File: config.mk
export PLATFORM = sky130hd
export DESIGN_NAME = sd_cmd_sequencer
export DESIGN_NICKNAME = d
export VERILOG_FILES = /design/src/rtl/sd_cmd_sequencer.sv
export SDC_FILE = /design/constraint.sdc
export NUM_CORES = 1
export LEC_CHECK = 0
export BUFFER_PORTS_ARGS = -buffer_cell sky130_fd_sc_hd__buf_2
export CORE_AREA = 2 2 122 124
export DETAILED_ROUTE_END_ITERATION = 8
export DIE_AREA = 0 0 124 126
export GPL_TIMING_DRIVEN = 0
export PLACE_DENSITY_LB_ADDON = 0.1
export SYNTH_ARGS = -nofsm -noshare
export SYNTH_HDL_FRONTEND = slang
export SYNTH_SLANG_ARGS = --single-unit
export TNS_END_PERCENT = 100
File: constraint.sdc
create_clock -name clk -period 2.5 [get_ports clk]
set_input_delay 0.375 -clock clk [delete_from_list [all_inputs] [get_ports clk]]
set_output_delay 0.375 -clock clk [all_outputs]
set_load 0.01 [all_outputs]
File: src/rtl/sd_cmd_sequencer.sv
// -----------------------------------------------------------------------------
// sd_cmd_sequencer
// Sends one 6-byte SD command frame (SPI mode) through a byte-wide SPI engine,
// then polls with 0xFF bytes until an R1 response (bit 7 clear) arrives or
// MAX_POLL poll bytes have been exchanged without one.
//
// Ports
//   clk          single clock, all state on posedge
//   reset        asynchronous, active-high reset
//   start        command request, accepted only while idle
//   cmd_idx      6-bit command index, latched on accepted start
//   cmd_arg      32-bit argument, latched on accepted start
//   busy         high while a command is in progress
//   resp_valid   one-cycle pulse when resp/timeout are valid
//   resp         R1 byte (0xFF on timeout), held until the next accepted start
//   timeout      no R1 within MAX_POLL polls, held until the next accepted start
//   spi_datain   byte to transmit in [7:0], [15:8] always zero
//   spi_en       one-cycle transfer-start pulse to the SPI byte engine
//   spi_dataout  received byte in [7:0], valid with spi_done
//   spi_done     one-cycle end-of-transfer pulse from the SPI byte engine
// -----------------------------------------------------------------------------
module sd_cmd_sequencer #(
   parameter int unsigned MAX_POLL = 8
) (
   input  logic        clk,
   input  logic        reset,
   input  logic        start,
   input  logic [5:0]  cmd_idx,
   input  logic [31:0] cmd_arg,
   output logic        busy,
   output logic        resp_valid,
   output logic [7:0]  resp,
   output logic        timeout,
   output logic [15:0] spi_datain,
   output logic        spi_en,
   input  logic [15:0] spi_dataout,
   input  logic        spi_done
);

   localparam int unsigned IDX_W      = 3;
   localparam int unsigned POLL_W     = 8;
   localparam int unsigned LAST_BYTE  = 5;
   localparam logic [POLL_W-1:0] POLL_LIMIT = POLL_W'(MAX_POLL);
   localparam logic [IDX_W-1:0]  LAST_IDX   = IDX_W'(LAST_BYTE);
   localparam logic [15:0]       POLL_WORD  = 16'h00FF;

   typedef enum logic [2:0] {
      IDLE      = 3'd0,
      SEND      = 3'd1,
      WAIT_SEND = 3'd2,
      POLL      = 3'd3,
      WAIT_POLL = 3'd4,
      FINISH    = 3'd5
   } state_t;

   state_t              state;
   logic [5:0]          idx_q;
   logic [31:0]         arg_q;
   logic [IDX_W-1:0]    byte_idx;
   logic [POLL_W-1:0]   poll_cnt;
   logic [POLL_W-1:0]   poll_cnt_inc_c;
   logic [IDX_W-1:0]    byte_idx_inc_c;
   logic [7:0]          next_byte_c;
   logic                unused_dataout_hi;

   // Only the low byte of the SPI engine return carries data.
   assign unused_dataout_hi = ^spi_dataout[15:8];

   // CRC-7 (x^7 + x^3 + 1), zero seed, MSB first over the first five frame bytes.
   function automatic logic [6:0] crc7_calc(input logic [39:0] data);
      logic [6:0] c;
      logic       fb;
      c = 7'h00;
      for (int i = 39; i >= 0; i--) begin
         fb = c[6] ^ data[i];
         c  = {c[5:0], 1'b0};
         if (fb) c = c ^ 7'h09;
      end
      return c;
   endfunction

   // Byte 'sel' of the command frame built from a latched index/argument.
   function automatic logic [7:0] frame_byte(input logic [5:0]       idx,
                                             input logic [31:0]      arg,
                                             input logic [IDX_W-1:0] sel);
      logic [7:0] b;
      case (sel)
         3'd0:    b = {2'b01, idx};
         3'd1:    b = arg[31:24];
         3'd2:    b = arg[23:16];
         3'd3:    b = arg[15:8];
         3'd4:    b = arg[7:0];
         default: b = {crc7_calc({2'b01, idx, arg}), 1'b1};
      endcase
      return b;
   endfunction

   // Next byte to send after the current one completes; uses latched values only.
   always_comb begin
      byte_idx_inc_c = IDX_W'(byte_idx + IDX_W'(1));
      poll_cnt_inc_c = POLL_W'(poll_cnt + POLL_W'(1));
      next_byte_c    = frame_byte(idx_q, arg_q, byte_idx_inc_c);
   end

   // Sequencer FSM. spi_en/spi_datain/resp_valid are registered on the transition
   // into SEND/POLL/FINISH so the pulse is visible for exactly the state's cycle.
   always_ff @(posedge clk or posedge reset) begin
      if (reset) begin
         state      <= IDLE;
         busy       <= 1'b0;
         resp_valid <= 1'b0;
         resp       <= 8'h00;
         timeout    <= 1'b0;
         spi_datain <= 16'h0000;
         spi_en     <= 1'b0;
         idx_q      <= 6'd0;
         arg_q      <= 32'd0;
         byte_idx   <= '0;
         poll_cnt   <= '0;
      end else begin
         spi_en     <= 1'b0;
         resp_valid <= 1'b0;
         case (state)
            IDLE: begin
               if (start) begin
                  idx_q      <= cmd_idx;
                  arg_q      <= cmd_arg;
                  resp       <= 8'h00;
                  timeout    <= 1'b0;
                  byte_idx   <= '0;
                  poll_cnt   <= '0;
                  spi_datain <= {8'h00, 2'b01, cmd_idx};
                  spi_en     <= 1'b1;
                  busy       <= 1'b1;
                  state      <= SEND;
               end
            end

            SEND: state <= WAIT_SEND;

            WAIT_SEND: begin
               if (spi_done) begin
                  if (byte_idx < LAST_IDX) begin
                     byte_idx   <= byte_idx_inc_c;
                     spi_datain <= {8'h00, next_byte_c};
                     spi_en     <= 1'b1;
                     state      <= SEND;
                  end else begin
                     poll_cnt   <= '0;
                     spi_datain <= POLL_WORD;
                     spi_en     <= 1'b1;
                     state      <= POLL;
                  end
               end
            end

            POLL: state <= WAIT_POLL;

            WAIT_POLL: begin
               if (spi_done) begin
                  if (!spi_dataout[7]) begin
                     resp       <= spi_dataout[7:0];
                     resp_valid <= 1'b1;
                     state      <= FINISH;
                  end else if (poll_cnt_inc_c == POLL_LIMIT) begin
                     poll_cnt   <= poll_cnt_inc_c;
                     timeout    <= 1'b1;
                     resp       <= 8'hFF;
                     resp_valid <= 1'b1;
                     state      <= FINISH;
                  end else begin
                     poll_cnt   <= poll_cnt_inc_c;
                     spi_datain <= POLL_WORD;
                     spi_en     <= 1'b1;
                     state      <= POLL;
                  end
               end
            end

            FINISH: begin
               busy  <= 1'b0;
               state <= IDLE;
            end

            default: begin
               busy  <= 1'b0;
               state <= IDLE;
            end
         endcase
      end
   end

endmodule

* Word-level counts from Yosys, hierarchy flattened
Cells that the tools add are included.
** Cells by class
- Bitwise logic cells :: 77
- $add $sub $neg :: 2
- Equal/unequal tests :: 18
- Multiplexer cells :: 122
- Magnitude comparators :: 1
- Reductions and logical operators :: 15
** Operators with widths (number)
- 7-bit two-way mux :: 38
- 4-bit two-way mux :: 38
- 16-bit two-way mux :: 5
- 2-bit NOT :: 38
- 8-bit two-way mux :: 9
- 16-bit one-hot mux with 3 select lines :: 1
- 8-bit one-hot mux with 5 select lines :: 1
- 1-bit bitwise XOR :: 38
- 3-bit two-way mux :: 8
- 8-bit one-hot mux with 3 select lines :: 1
- 2-bit != test, second input constant :: 8
- 8-bit one-hot mux with 2 select lines :: 1
- 3-bit one-hot mux with 5 select lines :: 1
- 1-bit two-way mux :: 14
- 3-bit by 2-bit equality test with 1-bit output, second input constant :: 4
- 6-bit AND reduction :: 2
- 8-bit by 1-bit adder with 8-bit output, second input constant :: 1
- 8-bit by 4-bit equality test with 1-bit output, second input constant :: 1
- 4-bit AND reduction :: 2
- 3-bit by 1-bit equality test with 1-bit output, second input constant :: 2
- 3-bit equality test, second input constant :: 2
- 3-bit logical NOT :: 2
- 3-bit one-hot mux with 2 select lines :: 1
- 5-bit AND reduction :: 1
- 13 further kinds :: 16
** Word-level totals
- Bits in registers :: 80
- Logic and storage cells :: 246

* Logic depth before layout (Yosys ltp)
Gate-level depths: netlist of run 1.
- Word-level depth :: 121
- Depth in mapped cells :: 9
- Mapped depth without buffers :: 8

* Worst setup path after synthesis of run 1
Ideal clock, no wire load.
- Path type :: reg2reg
- Start point :: register idx_q[1]
- End point :: register spi_datain[2]
- Setup time :: 0.135 ns
- Arrival time :: 2.565 ns
- Buffers on the path :: 1
- Cell stages (with the launch flop) :: 9
- Path slack :: -0.200 ns
- Path through :: dfrtp_1 buf_2 xnor3_1 xnor2_1 xnor3_1 xnor3_1 or3_1 a311oi_1 o31ai_1
** Between the ends
- Longest elaborated chain between the ends :: 66
- Elaborated cells on any way between the ends :: 91
** Ends and longest elaborated chain
- start, declared :: line 57 : logic [5:0] idx_q;
- start signal, assigned :: line 126 : idx_q <= cmd_idx;
- 1-bit bitwise XOR (*) :: line 75 : fb = c[6] ^ data[i];
- 4-bit two-way mux (*) :: line 77 : if (fb) c = c ^ 7'h09;
- 7-bit two-way mux (*) (4 in a row) :: line 87 : case (sel)
- 1-bit bitwise XOR or 7-bit two-way mux (tied branches) :: line 75, 87
- 4-bit two-way mux or 2-bit NOT (tied branches)
- 7-bit two-way mux (*) :: line 87
- 4-bit two-way mux or 7-bit two-way mux (tied branches) :: line 77, 87
- 7-bit two-way mux (*) :: line 87
- (+47 left out)
- 1-bit bitwise XOR (*) :: line 75
- 4-bit two-way mux (*) :: line 77
- 7-bit two-way mux (*) :: line 87
- 4-bit two-way mux (*) :: line 77
- 8-bit one-hot mux with 5 select lines (*) :: line 87
- 8-bit two-way mux (*) :: line 143 : if (byte_idx < LAST_IDX) begin
- 16-bit two-way mux (*) :: line 142 : if (spi_done) begin
- 16-bit one-hot mux with 3 select lines (*) :: line 123 : case (state)
- end signal, assigned :: line 132 : spi_datain <= {8'h00, 2'b01, cmd_idx};
- end signal, assigned :: line 145 : spi_datain <= {8'h00, next_byte_c};
- end, declared :: line 34 : output logic [15:0] spi_datain,
Every way passes the cells marked *; elsewhere a longest branch is shown, timed or not. The select of a mux whose other input is x is not followed.
A chain may end at the register's enable or synchronous reset.

* Worst setup path after layout of run 1
- Start point :: register arg_q[27]
- End point :: register spi_datain[2]
** Between the ends
- Longest elaborated chain between the ends :: 52
- Elaborated cells on any way between the ends :: 76
** Ends and longest elaborated chain
- start, declared :: line 58 : logic [31:0] arg_q;
- start signal, assigned :: line 127 : arg_q <= cmd_arg;
- 1-bit bitwise XOR (*) :: line 75
- 4-bit two-way mux (*) :: line 77
- 7-bit two-way mux (*) (4 in a row) :: line 87
- 1-bit bitwise XOR or 7-bit two-way mux (tied branches) :: line 75, 87
- 4-bit two-way mux or 2-bit NOT (tied branches)
- 7-bit two-way mux (*) (4 in a row) :: line 87
- 1-bit bitwise XOR or 7-bit two-way mux (tied branches) :: line 75, 87
- 4-bit two-way mux, or another cell as far along :: line 77
- (+30 left out)
- 1-bit bitwise XOR (*) :: line 75
- 4-bit two-way mux (*) :: line 77
- 7-bit two-way mux (*) :: line 87
- 4-bit two-way mux (*) :: line 77
- 8-bit one-hot mux with 5 select lines (*) :: line 87
- 8-bit two-way mux (*) :: line 143
- 16-bit two-way mux (*) :: line 142
- 16-bit one-hot mux with 3 select lines (*) :: line 123
Marked as above.

==> results of run 1 <==
==> stage by stage <==
| stage | worst slack (ns) | util (%) |
|---|---|---|
| detailed placement | -0.364 | 34.0 |
| global placement | -0.879 | 33.8 |
| CTS | -0.193 | 36.8 |
| global route | -0.203 | 37.4 |
| finish | -0.124 | 37.4 |
| floorplan | 0.0233 | - |
==> worst max-delay path, cell delays in order, from the launching register on <==
cell	delay, ns
dfrtp_1	0.42
xnor2_2	0.21
xnor3_1	0.46
xnor3_2	0.28
xnor3_1	0.43
or3_1	0.33
a311oi_2	0.27
o31ai_1	0.10
==> cell usage after synthesis (all sizes together), types with 6 or more instances <==
cell    instances
a21oi          16
a221oi          6
a222oi          8
buf            12
clkbuf         18
dfrtp          72
ha              7
inv             9
nand2         141
nand3           9
nor2           28
nor3           10
o21ai          27
xnor2          37
xnor3          14
xor2           12
==> worst min-delay path by stage <==
stage | startpoint | endpoint | slack [ns] | cells after the start
after floorplan | arg_q[13] | arg_q[13] | 0.47 | 2
after global placement | spi_datain[4] | spi_datain[4] | 0.46 | 2
after detailed placement | reset | resp[4] | 0.37 | 2
after CTS | reset | poll_cnt[3] | 0.004 | 2
after global routing | reset | resp[1] | 0.007 | 2
final | reset | poll_cnt[1] | -0.008 | 2
==> what timing repair did <==
| action | 4_1_cts | 5_1_grt |
|---|---|---|
| gates resized for setup | 17 | 14 |
| setup buffers | 6 | 5 |
| pin swaps | 5 | 9 |
| endpoints found under the setup margin | 5 | 35 |
==> cell type report <==
class,instances,area (um^2)
Tap cell,184,230
Fill cell,1505,8950
Sequential cell,72,1810
Inverter,9,36.3
Buffer,29,150
Clock buffer,11,233
Timing Repair Buffer,80,450
Multi-Input combinational cell,367,2380
Clock inverter,4,70.1
==> cells by family after synthesis <==
kind of cell | Yosys count | synth area share, %
muxes | 2 | 0.474
buffers and inverters | 39 | 4.23
other | 1 | 0.0888
adders and majority gates | 7 | 2.07
and+or+nand+nor | 204 | 19.7
xor gates and xnor gates | 63 | 17.8
AOI/OAI and AO/OA | 83 | 13.0
DFF | 72 | 42.6
==> sequential cells by signal, summed over array words and instances, names as in the netlist <==
name and flops:
busy 1, spi_datain 8, spi_en 1, poll_cnt 8, byte_idx 3, resp 8, idx_q 6, timeout 1
state 3, resp_valid 1, arg_q 32
==> metal layers <==
metal	wire length, um	part of all wire, %	vias to the layer above
met3	781	6.7	12
li1	-	-	1771
met5	0	0	-
met4	190	1.6	0
met1	5610	48	1732
met2	5030	43	103
==> qor.yml, run 1 <==
violations: "hold timing, setup timing"
synth-seq-cells: 72
dp_cells: 731
cp-endpoint: "spi_datain[2]"
synth_ff_type: "dfrtp_1"
hp-class: "in2async"
hold_slack_ns: -0.00806
final.setup.tns_ns: -0.124
start_util_pct: 29.5
drc: 0
rsz0062_at_grt: "true"
maxSlewHeadroom_pct: 60.9
mostFrequentLayoutCell: "nand2_1"
r2r_end: "spi_datain[2]"
grt_util_met3_pct: 4.35
cts_max_level: 3
core_um2: 14300
layout_common_cells: "nand2_1, buf_2, dfrtp_1"
max_freq_mhz: 381
wire_per_inst_um: 15.4
required_ns: 2.72
crit_start: "arg_q[27]"
worstMarginPinSlew_ns: 0.585
syn_avg_cell_area_um2: 8.97
antenna_found_initial: 0
grtUsageMet1_pct: 22.6
finalWirelength_um: 11600
crit_fanout: 3
port_buffers: 68
detailed_place_hpwl_um: 8810
numClockSinks: 72
grt-ovfl-total: 0
drive_above_1_share_pct: 23.3
drtIter0Drc: 242
worstSetupStartpointType: "register"
grt_max_degree: 52
synth_cells: 471
nets: 633
syn2layout_area_growth_pct: 26.8
drtPass1Iterations: 5
design_area_um2: 5360
synth-seq-area-share_pct: 42.6
gp_congestion: 0.807
dpl_cell_area_um2: 4870
cts_tree: "built"
path_clk_slew_ns: 0.06
cts_max_path_buffers: 2
setup_slack_ns: -0.124
yosys.area.top_type_share_pct: 42.6
finalWorstPathRequiredPeriod_ns: 2.62
synth_edf_count: 0
netlist_area_um2: 4230
std_cell_rows: 44
io_pins: 86
worstSetupEndpointType: "register"
worstReg2RegStart: "arg_q[27]"
synth_cell_type_count: 42
die_y_um: 126
grt.busiest_layer: "met2"
dieWidth_um: 124
outcome: "finished with violations"
async_flop_share_pct: 100
path_class: "reg2reg"
grt.total_usage_pct: 15.8
fin_crit_sh_pct: 105
yosysWarnings: 0
cts_buffers: 9
ant_nets: 0
cts_hold_buf: 0
die-area_um2: 15600
insertion_delay_ns: 0.35
worstRegToRegCells: 7
crit_arrival_ns: 2.85
r2r_setup_slack_ns: -0.12
via_per_inst: 4.79
cap_violations: 0
synth_area_leaders: "dfrtp_1, nand2_1, xnor2_1"
grt_use_met2_pct: 22.7
grt_pass1_wl_um: 18700
slew_viol_final: 0
finalClockSkew_ns: 0.00971
grt_pass1_vias: 3585
via_count: 3618
cts_root_buf: "clkbuf_16"
final_cells: 756
hold_violations: 19
diodes: 0
setup_viol: 1
yosysTopAreaCell: "dfrtp_1"
Power of run 1 is left out: the tool's default activity adds up to more than one toggle a clock period on the data nets, which glitch-free logic cannot reach.
==> run 2, diff against run 1 <==
--- a/config.mk
+++ b/config.mk
@@ -10,6 +10,7 @@
 export DETAILED_ROUTE_END_ITERATION = 8
 export DIE_AREA = 0 0 124 126
 export GPL_TIMING_DRIVEN = 0
+export MAX_ROUTING_LAYER = met4
 export PLACE_DENSITY_LB_ADDON = 0.1
 export SYNTH_ARGS = -nofsm -noshare
 export SYNTH_HDL_FRONTEND = slang
==> run 2 against run 1 <==
  * The flow still finishes with violations (hold timing, setup timing)
  * Non-clock buffer count unchanged
  * Hold slack improved by 0.0022 ns
  * Sequential cell count unchanged
  * Critical path depth unchanged
  * Count of clock-buffer cells in the layout unchanged
  * Clock skew decreased by 0.0021 ns
  * Wire length about the same
  * Largest cell class unchanged
  * Final cell count unchanged
  * Fmax decreased by 0.40%
==> qor.yml, run 2 (same netlist as run 1, synthesis figures left out) <==
grt.total_usage_pct: 16.3
setup_slack_ns: -0.134
dp_cells: 731
syn2layout_area_growth_pct: 26.8
ant_nets: 0
nets: 633
layout_common_cells: "nand2_1, buf_2, dfrtp_1"
cts_max_level: 3
finalClockSkew_ns: 0.00758
diodes: 0
crit_fanout: 3
wire_per_inst_um: 15.3
cap_violations: 0
dieWidth_um: 124
path_buf_inv: 0
r2r_setup_slack_ns: -0.13
drtPass1Iterations: 7
final_util_pct: 37.4
worstRegToRegCells: 7
worstSetupEndpointType: "register"
violations: "hold timing, setup timing"
insertion_delay_ns: 0.34
grt_pass1_wl_um: 18800
start_util_pct: 29.5
required_ns: 2.72
cts_tree: "built"
top_register: "arg_q"
crit_top_cell: "xnor3_1"
finalWorstPathRequiredPeriod_ns: 2.63
drc: 0
crit_start: "arg_q[27]"
finalWirelength_um: 11600
path_cells: "xnor2_2 > xnor3_1 > xnor3_2 > xnor3_1 > or3_1 > a311oi_2 > o31ai_1"
final_cells: 756
cts_max_path_buffers: 2
outcome: "finished with violations"
drive_above_1_share_pct: 23.3
maxSlewHeadroom_pct: 60.2
cts_root_buf: "clkbuf_16"
grt-ovfl-total: 0
worstReg2RegStart: "arg_q[27]"
die-area_um2: 15600
r2r_end: "spi_datain[2]"
largest_reg_flops: 32
mostFrequentLayoutCell: "nand2_1"
dp_slack_ns: -0.364
io_pins: 86
setup_viol: 1
critPathSlowestCell: "xnor3_1"
slew_viol_final: 0
via_count: 3624
crit_arrival_ns: 2.86
max_freq_mhz: 380
cts_buffers: 9
detailed_place_hpwl_um: 8810
worstSetupStartpointType: "register"
path_class: "reg2reg"
critPathMaxStageDelay_ns: 0.46
grt_pass1_vias: 3583
via_per_inst: 4.79
hold_violations: 19
numClockSinks: 72
core_um2: 14300
fin_crit_sh_pct: 105
drtIter0Drc: 260
port_buffers: 68
crit_family: "XOR/XNOR gates"
antenna_found_initial: 0
grt_max_degree: 52
hp-class: "in2async"
std_cell_rows: 44
gp_congestion: 0.819
path_clk_slew_ns: 0.06
rsz0062_at_grt: "true"
worstMarginPinSlew_ns: 0.594
die_y_um: 126
hold_slack_ns: -0.00584
## run 2: cell counts in the layout (fill, tap and decap cells not counted)
No cell type changed its count.
## run 2: metal layers
| metal | wire (um) | GRT usage (%) |
|---|---|---|
| met1 | 5760 | 23.2 |
| met4 | 189 | 5.75 |
| met3 | 644 | 3.76 |
| met2 | 5010 | 22.6 |
| met5 | 0 | - |
## run 2: what timing repair did
item                       in CTS  in global routing
setup endpoints to repair       5                 35
pin swaps                       5                  9
hold buffers                    0                  0
gates resized for setup        17                 14
setup buffers                   6                  5
## run 2: cell type report
type	instances	area (um^2)
Fill cell	1505	8950
Buffer	29	150
Timing Repair Buffer	80	450
Multi-Input combinational cell	367	2380
Clock inverter	4	70.1
Sequential cell	72	1810
Inverter	9	36.3
Clock buffer	11	233
Tap cell	184	230
## run 2: worst register-to-register path: cells and delay by family, from the launching register on
| family | cells | cell delay, ns |
|---|---|---|
| XOR/XNOR | 4 | 1.37 |
| flip-flops | 1 | 0.42 |
| AO/OA/AOI/OAI | 2 | 0.39 |
| AND/OR/NAND/NOR | 1 | 0.33 |
## run 2: worst max-delay path by stage
stage	endpoint	cells past startpoint
floorplan	spi_datain[2]	7
global placement	spi_datain[3]	2
detailed placement	spi_datain[2]	7
CTS	spi_datain[2]	7
global route	spi_datain[2]	8
finish	spi_datain[2]	7
## run 2: metrics by stage
stage,instance area (um^2),TNS (ns)
2_1_floorplan,4270,0
3_3_place_gp,4840,-63.73
3_5_place_dp,4870,-0.895
4_1_cts,5270,-0.258
5_1_grt,5360,-0.314
6_report,5360,-0.134
Power of run 2 is left out for the same reason.
